## src/rtl/reset_release_seq.sv

```systemverilog
// Sequenced reset release: synchronizes the incoming reset, holds all stages,
// then releases them one by one, each gated on the previous stage's ready.
module reset_release_seq #(
   parameter int N_STAGES    = 4,
   parameter int HOLD_CYCLES = 16,
   parameter int ACK_TIMEOUT = 1024,
   parameter int CNT_W       = 16
) (
   input  logic                clk_in,
   input  logic                reset_in_n,
   input  logic                sw_reset_req,
   input  logic [N_STAGES-1:0] stage_ready,
   output logic [N_STAGES-1:0] stage_reset_n,
   output logic                all_ready,
   output logic                busy,
   output logic                timeout_err,
   output logic [2:0]          cur_stage
);

   localparam int MAX_CNT =
      (HOLD_CYCLES > ACK_TIMEOUT) ? HOLD_CYCLES : ACK_TIMEOUT;

   localparam logic [CNT_W-1:0] HOLD_LAST = CNT_W'(HOLD_CYCLES - 1);
   localparam logic [CNT_W-1:0] ACK_LAST  = CNT_W'(ACK_TIMEOUT - 1);

   generate
      if ((64'd1 << CNT_W) <= 64'(MAX_CNT)) begin : g_cnt_chk
         $error("CNT_W too narrow for HOLD_CYCLES/ACK_TIMEOUT");
      end
      if (N_STAGES < 1 || N_STAGES > 8) begin : g_stg_chk
         $error("N_STAGES must be 1..8");
      end
      if (HOLD_CYCLES < 1 || ACK_TIMEOUT < 2) begin : g_par_chk
         $error("HOLD_CYCLES must be >=1, ACK_TIMEOUT >=2");
      end
   endgenerate

   typedef enum logic [1:0] {
      SYNC,
      HOLD,
      WAIT,
      DONE
   } state_t;

   state_t              state, state_nx;
   logic [1:0]          sync_q;
   logic [CNT_W-1:0]    cnt, cnt_nx;
   logic [2:0]          idx, idx_nx;
   logic [N_STAGES-1:0] rst_nx;
   logic [N_STAGES-1:0] sel;
   logic                all_nx;
   logic                err_nx;
   logic                hit;
   logic                last;

   always_ff @(posedge clk_in or negedge reset_in_n) begin
      if (!reset_in_n) begin
         sync_q <= 2'b00;
      end else begin
         sync_q <= {sync_q[0], 1'b1};
      end
   end

   always_ff @(posedge clk_in or negedge reset_in_n) begin
      if (!reset_in_n) begin
         state         <= SYNC;
         cnt           <= '0;
         idx           <= 3'd0;
         stage_reset_n <= '0;
         all_ready     <= 1'b0;
         timeout_err   <= 1'b0;
      end else begin
         state         <= state_nx;
         cnt           <= cnt_nx;
         idx           <= idx_nx;
         stage_reset_n <= rst_nx;
         all_ready     <= all_nx;
         timeout_err   <= err_nx;
      end
   end

   always_comb begin
      sel = '0;
      for (int j = 0; j < N_STAGES; j++) begin
         if (3'(j) == idx) sel[j] = 1'b1;
      end
   end

   assign hit  = |(stage_ready & sel);
   assign last = sel[N_STAGES-1];

   always_comb begin
      state_nx = state;
      cnt_nx   = cnt;
      idx_nx   = idx;
      rst_nx   = stage_reset_n;
      all_nx   = all_ready;
      err_nx   = timeout_err;
      unique case (state)
         // sync_q[0] is what the second flop loads on this edge
         SYNC: begin
            if (sync_q[0]) begin
               state_nx = HOLD;
               cnt_nx   = '0;
            end
         end
         HOLD: begin
            if (sync_q[1]) begin
               if (cnt == HOLD_LAST) begin
                  rst_nx[0] = 1'b1;
                  cnt_nx    = '0;
                  idx_nx    = 3'd0;
                  state_nx  = WAIT;
               end else begin
                  cnt_nx = cnt + CNT_W'(1);
               end
            end
         end
         WAIT: begin
            if (hit || cnt == ACK_LAST) begin
               err_nx = timeout_err | ~hit;
               cnt_nx = '0;
               if (last) begin
                  state_nx = DONE;
                  all_nx   = &stage_ready;
               end else begin
                  idx_nx = idx + 3'd1;
                  rst_nx = stage_reset_n | (sel << 1);
               end
            end else begin
               cnt_nx = cnt + CNT_W'(1);
            end
         end
         DONE: begin
            all_nx = &stage_ready;
         end
         default: state_nx = SYNC;
      endcase
      // restart beats any ready or timeout seen on the same edge
      if (state != SYNC && sw_reset_req) begin
         state_nx = HOLD;
         cnt_nx   = '0;
         idx_nx   = 3'd0;
         rst_nx   = '0;
         all_nx   = 1'b0;
      end
   end

   always_comb begin
      busy      = (state != DONE);
      cur_stage = idx;
   end

endmodule

```

## config.mk

```make
export PLATFORM = sky130hd
export DESIGN_NAME = reset_release_seq
export DESIGN_NICKNAME = d
export VERILOG_FILES = /design/src/rtl/reset_release_seq.sv
export SDC_FILE = /design/constraint.sdc
export NUM_CORES = 1
export LEC_CHECK = 0
export CAP_MARGIN = 20
export CORE_UTILIZATION = 51
export CTS_CLUSTER_SIZE = 28
export DETAILED_ROUTE_END_ITERATION = 16
export PLACE_DENSITY_LB_ADDON = 0.3
export SLEW_MARGIN = 15
export SYNTH_ARGS = -nofsm -noshare
export SYNTH_HDL_FRONTEND = slang
export SYNTH_SLANG_ARGS = --single-unit
```

## constraint.sdc

```tcl
create_clock -name clk_in -period 2.6 [get_ports clk_in]
set_clock_uncertainty 0.15 [all_clocks]
set_input_delay 0.52 -clock clk_in [delete_from_list [all_inputs] [get_ports clk_in]]
set_output_delay 0.52 -clock clk_in [all_outputs]
set_load 0.03 [all_outputs]
```

After elaboration in Yosys (flattened, before gate mapping) --
Index checks and enable logic that the tools add are counted. Widths: inputs -> output; s select.
Storage, ports and cells: output and inout port bits 10, bits in registers 29
Cells by class: multiplexer cells 34, reductions and logical operators 18, bitwise logic cells 4, equality and inequality tests 16, add/sub/neg operators 2
Operators by type and width (number):
- $mux 16 | 5
- $pmux 16 s3 | 1
- $mux 3 | 6
- $ne 3x3->1 const B | 6
- $add 16x1->16 const B | 1
- $eq 16x10->1 const B | 1
- $eq 16x4->1 const B | 1
- $mux 2 | 6
- $mux 4 | 3
- $mux 1 | 9
- $reduce_and 3->1 | 3
- $eq 2x3->1 const A | 2
- $pmux 2 s3 | 1
- $pmux 3 s2 | 1
- $reduce_and 6->1 | 1
- $reduce_bool 2->1 | 3
- $reduce_bool 3->1 | 2
- $reduce_and 5->1 | 1
- $and 4x4->4 | 1
- $eq 2x2->1 const B | 2
- $or 4x4->4 | 1
- $pmux 1 s2 | 2
- $reduce_and 4->1 | 1
- $reduce_bool 4->1 | 1
- other kinds (13) | 13

Depth between registers and ports, before layout --
Gate-level depths: netlist of run 1.
depth in word-level cells 8, mapped depth 9, depth with buffers taken out 7

Least setup slack after synthesis of run 1 --
OpenSTA, ideal clock, no wires.
kind reg2reg, start point register state[0], end point register cnt[15], setup time 0.127 ns, arrival time 2.216 ns, clock period less this slack 2.493 ns, buffers on the path 1, path slack 0.107 ns, stages on the path, launching flop included 9, path through dfrtp_1 -> inv_1 -> ha_1 -> clkbuf_1 -> nor2_1 -> a221oi_1 -> nor2_1 -> o31a_1 -> o2bb2a_1
On the way: longest elaborated chain between the ends 4
Ends and longest elaborated chain:
- from (decl) | RTL line 45 | state_t state, state_nx;
- from (signal assigned) | RTL line 73 | state <= state_nx;
- $reduce_bool 2->1 | RTL line 140 | if (state != SYNC && sw_reset_req) begin
- $logic_and 1x1->1 | RTL line 140
- $ne 3x3->1 (no line) / $reduce_bool 4->1 (equally long branches)
- $reduce_and 3->1 (no line)
- to (signal assigned) | RTL line 74 | cnt <= cnt_nx;
- to (decl) | RTL line 47 | logic [CNT_W-1:0] cnt, cnt_nx;
Parallel ways exist; a longest one is shown, timed or not. A chain may end at the register's enable or synchronous reset.

Worst setup path in the final report of run 1 --
start point register cnt[8], end point register state[0]
On the way: longest elaborated chain between the ends 4
Ends and longest elaborated chain:
- $eq 16x10->1 | RTL line 120 | if (hit || cnt == ACK_LAST) begin
- $logic_or 1x1->1 | RTL line 120
- $ne 3x3->1 (no line)
- $reduce_and 6->1 (no line) (*)
Every way passes the cells marked *; elsewhere a longest branch is shown, timed or not.

==> impl_metrics.toml, run 1 <==
[run_status]
result_of_the_run = "completed"

[critical_path]
worst-r2r-setup-slack_ns = 0.13
critical_path_maximum_fanout = 7
timing.setup.critical_path_class = "reg -> reg"
worst_setup_path_start_kind = "flip-flop"
timing.critical_path.required_ns = 2.69
end_kind = "flip-flop"
crit_arrival_ns = 2.55

[layout]
fillerInstances = 262
nNetsFinal = 256
drive_gt1_share_pct = 16.4
antenna_cells_inserted = 0
final_cells = 284
seq_area_um2 = 726
finish.utilization_pct = 66.6
mostFrequentLayoutCell = "dfrtp_1"
layout_overhead_on_the_synthesized_area_pct = 24.1
post-route-cell-area_um2 = 2260
multi_input_area_um2 = 1020
mostFrequentLayoutCells = "dfrtp_1 (29), buf_4 (26), nand2_1 (19), clkdlybuf4s50_1 (16), nor2_1 (13)"

[logic_synthesis]
netlist_instances = 198
synth-simple-area-share_pct = 22.0
synth_enable_flop_cells = 0
synthAdderAreaFrac_pct = 7.56
synth.area.mux_share_pct = 3.30
synth_top_family_by_area = "simple AND/OR/NAND/NOR gates"
synth_nets = 216
ys_warn_count = 0
ys_types = 49
post_synth_xor_area_fraction_pct = 1.44
synth-seq-area-share_pct = 39.9
synth-async-reset-ratio_pct = 100
synth_compound_area_share_pct = 20.8
synth_top_flop_cell = "dfrtp_1"
synthesis.area_um2 = 1820
ys_ff_latch = 29
synth_area_per_cell_um2 = 9.19

[power_and_ir_drop]
power.density_nw_per_um2 = 698
power.static_leakage_nw = 1.00
max-vdd-ir-drop_mv = 0.567
p_total_w = 0.00158

[global_route]
initial_antenna_violation_count = 0
grt_pass1_vias = 1621
global_route.usage.total_pct = 27.7
grt_remaining_overflow = 0
first_pass_grt_wire_length_um = 7600
grt_max_degree = 30

[sta]
fin_setup_tns_ns = 0
achievable-frequency_mhz = 405
final-max-slew-violation-count = 0
hold_viol = 0
layout_worst_path_cycle_share_pct = 94.9
grt_setup_unrepaired = "no"
finalSetupViolCount = 0
final.min_clock_period_ns = 2.47

[clock_network]
root_buffer = "clkbuf_4"
max-clock-path-buffers = 2
clk_transition_reported_paths_ns = 0.09
deepest_level_of_the_cts_h_tree = 2
cts_tree = "yes"
clock_sink_count = 29
clock_insertion_delay_worst_skew_ns = 0.34
cts_buffer_count = 5

[detailed_routing]
avgViaCountPerCell = 6.06
route.detailed.wl_per_inst_um = 16.0
initialDrtViolationCount = 141
drc_markers = 0
vias = 1720
first_pass_iters = 4
detail_route.wirelength_um = 4540
final_ant_viol_nets = 0

[placed_design]
port_buffer_count = 16
placement.cell_area_um2 = 2190
place_hpwl_um = 3400
placed_cells = 277
gp_routability_congestion = 0.959

[die]
std_cell_rows = 21
placeableCoreArea_um2 = 3390
initial_core_util_pct = 53.7
design.portCount = 17
die_height_um = 61.7
die_width_um = 61.7
die_area_um2 = 3810

[worst_hold_path]
min_path_type = "reg -> reg"

[run]
max_cap_viol_count = 0
## cells by family (layout without fill, tap and decap cells)
family / count (synthesis) / after routing
buffers and inverters: 21 / 61
adders and majority gates: 11 / 11
other: 1 / 1
muxes: 6 / 6
and+or+nand+nor: 77 / 77
xor gates and xnor gates: 3 / 3
DFF: 29 / 29
AOI/OAI and AO/OA: 50 / 50
## synth_stat cells, types with 2 or more instances
cell | number | area, um^2
or4_1 | 3 | 22.5
xor2_1 | 3 | 26.3
nand2_1 | 19 | 71.3
o211ai_1 | 4 | 30.0
nor4_1 | 3 | 18.8
o21ai_0 | 6 | 30.0
nand4_1 | 11 | 68.8
a32oi_1 | 2 | 17.5
or2_2 | 3 | 18.8
and3_1 | 4 | 25.0
nor2b_1 | 3 | 18.8
o2111ai_1 | 2 | 17.5
nand2b_1 | 3 | 18.8
buf_2 | 2 | 10.0
nor2_1 | 13 | 48.8
nor3_1 | 3 | 15.0
a31oi_1 | 6 | 37.5
a221oi_1 | 2 | 17.5
a21oi_1 | 8 | 40.0
clkbuf_1 | 6 | 22.5
mux2i_1 | 6 | 60.1
a41oi_1 | 3 | 26.3
o22ai_1 | 2 | 12.5
ha_1 | 11 | 138
inv_1 | 12 | 45.0
nand3_1 | 7 | 35.0
dfrtp_1 | 29 | 726
## through the flow
stage,hold slack (ns),setup WS (ns)
after CTS,0.311,0.0756
final,0.309,0.132
after global routing,0.325,0.0209
after detailed placement,0.294,0.0585
after floorplan,0.0744,0.107
after global placement,0.269,0.0788
## state kept, by name (all words and copies together), names as in the netlist
register,count
timeout_err,1
cnt,16
state,2
cur_stage,3
sync_q,2
stage_reset_n,4
all_ready,1
## final cells by class
| type | count | area share [%] |
|---|---|---|
| well taps | 46 | 2.55 |
| clock buffers | 7 | 2.44 |
| repair buffers | 42 | 15.7 |
| flip-flops and latches | 29 | 32.1 |
| inverters | 12 | 1.99 |
| multi-input cells | 148 | 45.2 |
## power by group
part / internal (W) / switching (W) / leakage, nW
logic: 0.000317 / 0.000463 / 0.578
clock network: 0.000127 / 0.000151 / 0.0314
registers: 0.000482 / 0.0000348 / 0.394
## final timing paths
path | startpoint | end | cells after the start
max | cnt[8]$_DFFE_PN0P_ | state[0]$_DFFE_PN0P_ | 6
min | sync_q[0]$_DFF_PN0_ | sync_q[1]$_DFF_PN0_ | 0
max reg2reg | cnt[8]$_DFFE_PN0P_ | state[0]$_DFFE_PN0P_ | 6
min reg2reg | sync_q[0]$_DFF_PN0_ | sync_q[1]$_DFF_PN0_ | 0
max in group asynchronous | reset_in_n | state[0]$_DFFE_PN0P_ | 2
min in group asynchronous | reset_in_n | cnt[6]$_DFFE_PN0P_ | 2
## worst max-delay path, stage by stage, from the launching register on
cell      delay [ns]
dfrtp_1         0.38
or4_1           0.57
o41a_1          0.44
a31o_4          0.24
buf_4           0.16
o211a_1         0.23
a211oi_2        0.18
## layer usage
metal | track usage [%] | vias to the layer above | share of wire (%)
li1 | - | 823 | -
met1 | 39.4 | 816 | 45
met2 | 41.5 | 70 | 46
met3 | 6.83 | 11 | 7.1
met4 | 8.89 | 0 | 1.6
met5 | 0 | - | 0
## timing repair
action	CTS	global route
hold buffers	0	0
setup buffers	0	0
endpoints found under the setup margin	0	4
gates resized for setup	0	2
Note: power is estimated with default switching activity, not from simulation.
==> run 2: changes to the inputs <==
--- a/config.mk
+++ b/config.mk
@@ -6,9 +6,11 @@
 export NUM_CORES = 1
 export LEC_CHECK = 0
 export CAP_MARGIN = 20
+export CORE_MARGIN = 2
 export CORE_UTILIZATION = 51
 export CTS_CLUSTER_SIZE = 28
 export DETAILED_ROUTE_END_ITERATION = 16
+export GPL_TIMING_DRIVEN = 0
 export PLACE_DENSITY_LB_ADDON = 0.3
 export SLEW_MARGIN = 15
 export SYNTH_ARGS = -nofsm -noshare
==> constraint.sdc (replaced) <==
create_clock -name clk_in -period 2.6 [get_ports clk_in]
set_clock_uncertainty 0.15 [all_clocks]
set_input_delay 0.65 -clock clk_in [delete_from_list [all_inputs] [get_ports clk_in]]
set_output_delay 0.65 -clock clk_in [all_outputs]
set_load 0.03 [all_outputs]
==> run 2 against run 1 <==
Net effect:
- critical path depth decreased by 1
- maximum frequency increased by 0.21%
- final cell count decreased by 6.0%
- global-route usage decreased by 5.8 points
- critical path type unchanged
- largest cell class unchanged
==> impl_metrics.toml, run 2 (synthesized netlist as in run 1, its figures left out) <==
[critical_path]
end_kind = "flip-flop"
r2r-start = "cnt[12]$_DFFE_PN0P_"
timing.critical_path.required_ns = 2.68
worst_path_max_delay_cell = "or4_1"
critical_path.cell_chain = "or4_1, o41a_1, a31o_4, nand2_1, o2bb2a_1"
worst_setup_path_start_kind = "flip-flop"
timing.setup.critical_path_class = "reg -> reg"
crit-reg2reg-capture = "cnt[15]$_DFFE_PN0P_"
critPathMaxStageDelay_ns = 0.58
reg2regPathDepth = 5
worst-path-buf-inv = 0
critical_path_maximum_fanout = 8
crit_arrival_ns = 2.54
worst-r2r-setup-slack_ns = 0.14
timing.critical_path.max_delay_family = "compound AO/OA/AOI/OAI gates"

[clock_network]
deepest_level_of_the_cts_h_tree = 2
root_buffer = "clkbuf_4"
clk_transition_reported_paths_ns = 0.09
cts_buffer_count = 5
cts.hold.buffers_added = 0
clock_insertion_delay_worst_skew_ns = 0.34
clock_sink_count = 29
cts_tree = "yes"
max-clock-path-buffers = 2

[layout]
layout_overhead_on_the_synthesized_area_pct = 17.7
post-route-cell-area_um2 = 2140
multi_input_area_um2 = 1060
fillerInstances = 271
largest_register_ffs = 16
mostFrequentLayoutCell = "dfrtp_1"
final_cells = 267
antenna_cells_inserted = 0
mostFrequentLayoutCells = "dfrtp_1 (29), nand2_1 (19), clkdlybuf4s50_1 (14), inv_1 (12), nor2_1 (12)"
seq_area_um2 = 726
drive_gt1_share_pct = 12.2
max_flop_register = "cnt"
nNetsFinal = 238

[sta]
final.hold.worst_slack_ns = 0.162
worstMarginPinSlew_ns = 0.611
achievable-frequency_mhz = 406
layout_worst_path_cycle_share_pct = 94.7
hold_viol = 0
worst_rel_slew_slack_pct = 59.3
final-max-slew-violation-count = 0
grt_setup_unrepaired = "no"
fin_setup_tns_ns = 0
final.min_clock_period_ns = 2.46
finalSetupViolCount = 0

[global_route]
grt_remaining_overflow = 0
grt_pass1_vias = 1444
first_pass_grt_wire_length_um = 6870
grt_max_degree = 30
initial_antenna_violation_count = 0
global_route.usage.total_pct = 21.9

[detailed_routing]
final_ant_viol_nets = 0
detail_route.wirelength_um = 4080
first_pass_iters = 4
drc_markers = 0
route.detailed.wl_per_inst_um = 15.3
initialDrtViolationCount = 121
avgViaCountPerCell = 6.04
vias = 1613

[power_and_ir_drop]
swShare_pct = 43.4
pwr-share-comb_pct = 48.7
p_total_w = 0.00151
power.static_leakage_nw = 0.907
power.density_nw_per_um2 = 705
power.clock.fraction_pct = 17.1
switchingPower_w = 0.000656
max-vdd-ir-drop_mv = 0.512
cell_internal_power_w = 0.000855
share_seq_of_total_power_pct = 34.1

[placed_design]
gp_routability_congestion = 0.886
place_hpwl_um = 2920
placement.cell_area_um2 = 2030
port_buffer_count = 16
placed_cells = 260

[die]
die_area_um2 = 4060
placeableCoreArea_um2 = 3390
die_height_um = 63.7
design.portCount = 17
initial_core_util_pct = 53.7
die_width_um = 63.7
std_cell_rows = 21

[run_status]
result_of_the_run = "completed"

[worst_hold_path]
min_path_type = "in -> async"

[run]
max_cap_viol_count = 0
[run 2: cell types whose count changed in the layout (fill, tap and decap cells not counted), sizes merged]
cell           delta
clkinv            +2
clkdlybuf4s50     -2
buf              -20
clkbuf            +2
dlymetal6s2s      +1
[run 2: power by group through the flow]
stage	clock network, W	registers (W)	logic [W]
floorplan	0	0.000533	0.000470
global placement	0	0.000522	0.000664
detailed placement	0	0.000523	0.000663
CTS	0.000267	0.000514	0.000689
global route	0.000291	0.000522	0.000800
finish	0.000259	0.000516	0.000736
[run 2: final cells by class]
type                       count  area share (%)
buffer                         6            1.58
tap                           46            2.69
multi-input combinational    148            49.3
inverter                      12            2.10
sequential                    29            33.9
timing repair buffer          18            8.06
clock inverter                 2           0.467
clock buffer                   6            1.93
[run 2: worst max path at each step]
stage / startpoint / to / slack, ns / depth (start not counted)
after floorplan: state[0]$_DFFE_PN0P_ / cnt[15]$_DFFE_PN0P_ / 0.11 / 8
after global placement: sw_reset_req / cnt[8]$_DFFE_PN0P_ / -0.48 / 7
after detailed placement: sw_reset_req / cnt[14]$_DFFE_PN0P_ / -0.49 / 7
after CTS: state[1]$_DFFE_PN0P_ / cnt[10]$_DFFE_PN0P_ / 0.003 / 9
after global routing: state[1]$_DFFE_PN0P_ / cnt[1]$_DFFE_PN0P_ / 0.02 / 8
final: cnt[12]$_DFFE_PN0P_ / cnt[15]$_DFFE_PN0P_ / 0.14 / 5
[run 2: per-stage QoR]
| stage | setup slack, ns | util (%) |
|---|---|---|
| after floorplan | 0.107 | - |
| after global placement | -0.478 | 60.1 |
| after detailed placement | -0.486 | 60.0 |
| after CTS | 0.00345 | 61.8 |
| after global routing | 0.0250 | 63.2 |
| final | 0.138 | 63.2 |
[run 2: per-layer routing]
layer / global-route usage (%) / share of wire, % / up-vias
met3: 3.35 / 5.0 / 7
met2: 31.1 / 45 / 45
li1: - / - / 789
met1: 32.7 / 48 / 772
met5: 0 / 0 / -
met4: 10.1 / 1.4 / 0
[run 2: timing repair]
action / in CTS / in global routing
setup endpoints to repair: 17 / 22
gates resized for setup: 4 / 8
setup buffers: 0 / 2
hold endpoints to repair: 0 / 0
pin swaps: 0 / 1
==> run 3: changes to the inputs <==
--- a/config.mk
+++ b/config.mk
@@ -7,7 +7,8 @@
 export LEC_CHECK = 0
 export CAP_MARGIN = 20
 export CORE_MARGIN = 2
-export CORE_UTILIZATION = 51
+export CORE_UTILIZATION = 53
+export CTS_BUF_LIST = sky130_fd_sc_hd__clkbuf_8
 export CTS_CLUSTER_SIZE = 28
 export DETAILED_ROUTE_END_ITERATION = 16
 export GPL_TIMING_DRIVEN = 0
==> run 3 against run 2 <==
Net effect:
- via count rose by 8.0%
- worst setup slack worse by 0.059 ns
- hold slack better by 0.080 ns
- largest cell class unchanged
- largest power group unchanged
==> impl_metrics.toml, run 3 (synthesized netlist as in run 1, its figures left out) <==
[layout]
mostFrequentLayoutCells = "dfrtp_1 (29), nand2_1 (19), clkdlybuf4s50_1 (15), inv_1 (13), nor2_1 (12)"
final_cells = 267
mostFrequentLayoutCell = "dfrtp_1"
drive_gt1_share_pct = 12.7
fillerInstances = 285
post-route-cell-area_um2 = 2180
antenna_cells_inserted = 0
layout_overhead_on_the_synthesized_area_pct = 20.0
max_flop_register = "cnt"
largest_register_ffs = 16
nNetsFinal = 239
finish.utilization_pct = 66.0

[critical_path]
worst-r2r-setup-slack_ns = 0.14
worst-path-buf-inv = 2
crit_arrival_ns = 1.72
end_kind = "output port"
timing.critical_path.max_delay_family = "buffers and inverters"
worst_path_max_delay_cell = "clkdlybuf4s50_1"
worst_setup_path_start_kind = "flip-flop"
timing.critical_path.required_ns = 1.80
critical_path.cell_chain = "ha_1, inv_1, clkdlybuf4s50_1"
critPathMaxStageDelay_ns = 0.67
timing.setup.critical_path_class = "reg -> out"
critical_path_maximum_fanout = 6

[global_route]
first_pass_grt_wire_length_um = 7870
global_route.usage.total_pct = 25.3
initial_antenna_violation_count = 0
grt_remaining_overflow = 0
grt_pass1_vias = 1654
grt_max_degree = 30

[placed_design]
port_buffer_count = 16
place_hpwl_um = 3230
gp_routability_congestion = 0.913
placed_cells = 260
placement.cell_area_um2 = 2030

[sta]
hold_viol = 0
layout_worst_path_cycle_share_pct = 97.0
worstMarginPinSlew_ns = 0.655
final.min_clock_period_ns = 2.52
grt_setup_unrepaired = "no"
final-max-slew-violation-count = 0
fin_setup_tns_ns = 0
achievable-frequency_mhz = 397
worst_rel_slew_slack_pct = 56.1
finalSetupViolCount = 0

[clock_network]
cts_tree = "yes"
cts.hold.buffers_added = 0
deepest_level_of_the_cts_h_tree = 2
cts_buffer_count = 5
root_buffer = "clkbuf_8"
clock_sink_count = 29
clock_insertion_delay_worst_skew_ns = 0.29
clk_transition_reported_paths_ns = 0.06
max-clock-path-buffers = 2

[run_status]
result_of_the_run = "completed"

[die]
std_cell_rows = 21
die_area_um2 = 3920
die_width_um = 62.6
die_height_um = 62.6
initial_core_util_pct = 55.0
placeableCoreArea_um2 = 3310
design.portCount = 17

[worst_hold_path]
min_path_type = "in -> async"

[detailed_routing]
avgViaCountPerCell = 6.52
first_pass_iters = 7
drc_markers = 0
route.detailed.wl_per_inst_um = 17.2
detail_route.wirelength_um = 4590
vias = 1742
final_ant_viol_nets = 0
initialDrtViolationCount = 171

[run]
max_cap_viol_count = 0

[power_and_ir_drop]
swShare_pct = 41.4
share_seq_of_total_power_pct = 31.3
switchingPower_w = 0.000689
max-vdd-ir-drop_mv = 0.559
power.clock.fraction_pct = 22.4
power.density_nw_per_um2 = 761
pwr-share-comb_pct = 46.3
power.static_leakage_nw = 0.926
p_total_w = 0.00166
cell_internal_power_w = 0.000974
[run 3: per-stage QoR]
step / hold slack (ns) / setup slack [ns]
floorplan: 0.204 / 0.107
finish: 0.242 / 0.0781
global route: 0.297 / 0.0134
detailed placement: 0.276 / -0.598
global placement: 0.264 / -0.519
CTS: 0.260 / 0.00228
[run 3: area by class of cell]
class,instances,area [um^2],area share [%]
multi-input cells,148,1060,48.5
flip-flops and latches,29,726,33.2
repair buffers,19,178,8.13
clock buffers,6,82.6,3.78
well taps,46,57.6,2.63
inverters,12,45.0,2.06
plain buffers,6,33.8,1.55
clock inverters,1,3.75,0.172
[run 3: path summary, 6_finish.rpt]
| kind | startpoint | endpoint | cells after the start |
|---|---|---|---|
| worst max-delay path | state[0]$_DFFE_PN0P_ | busy | 3 |
| worst min-delay path | reset_in_n | cnt[12]$_DFFE_PN0P_ | 1 |
| worst max register to register | cnt[6]$_DFFE_PN0P_ | cnt[15]$_DFFE_PN0P_ | 5 |
| worst min register to register | sync_q[0]$_DFF_PN0_ | sync_q[1]$_DFF_PN0_ | 0 |
| max in group asynchronous | reset_in_n | cur_stage[2]$_DFFE_PN0P_ | 1 |
| min in group clk_in | sync_q[0]$_DFF_PN0_ | sync_q[1]$_DFF_PN0_ | 0 |
[run 3: power by group through the flow]
| stage | clock (W) | combinational [W] | sequential [W] |
|---|---|---|---|
| after CTS | 0.000373 | 0.000724 | 0.000517 |
| final | 0.000373 | 0.000770 | 0.000520 |
| after global routing | 0.000403 | 0.000831 | 0.000525 |
| after global placement | 0 | 0.000656 | 0.000522 |
| after floorplan | 0 | 0.000470 | 0.000533 |
| after detailed placement | 0 | 0.000674 | 0.000524 |
[run 3: routing by layer]
layer | GRT usage (%) | share of wire [%]
met5 | 0 | 0
met4 | 12.8 | 2.8
met3 | 5.41 | 5.6
met2 | 39.7 | 49
met1 | 33.3 | 43
[run 3: what timing repair did]
| action | 4_1_cts | 5_1_grt |
|---|---|---|
| buffers inserted | 0 | 3 |
| resized for setup | 7 | 5 |
| setup endpoints to repair | 18 | 22 |
| pin swaps | 0 | 2 |
[run 3: worst reg2reg max path, delay by kind of cell (launching register included)]
family           cells  cell delay (ns)
AO/OA/AOI/OAI        3             0.91
AND/OR/NAND/NOR      2             0.82
flip-flops           1             0.46
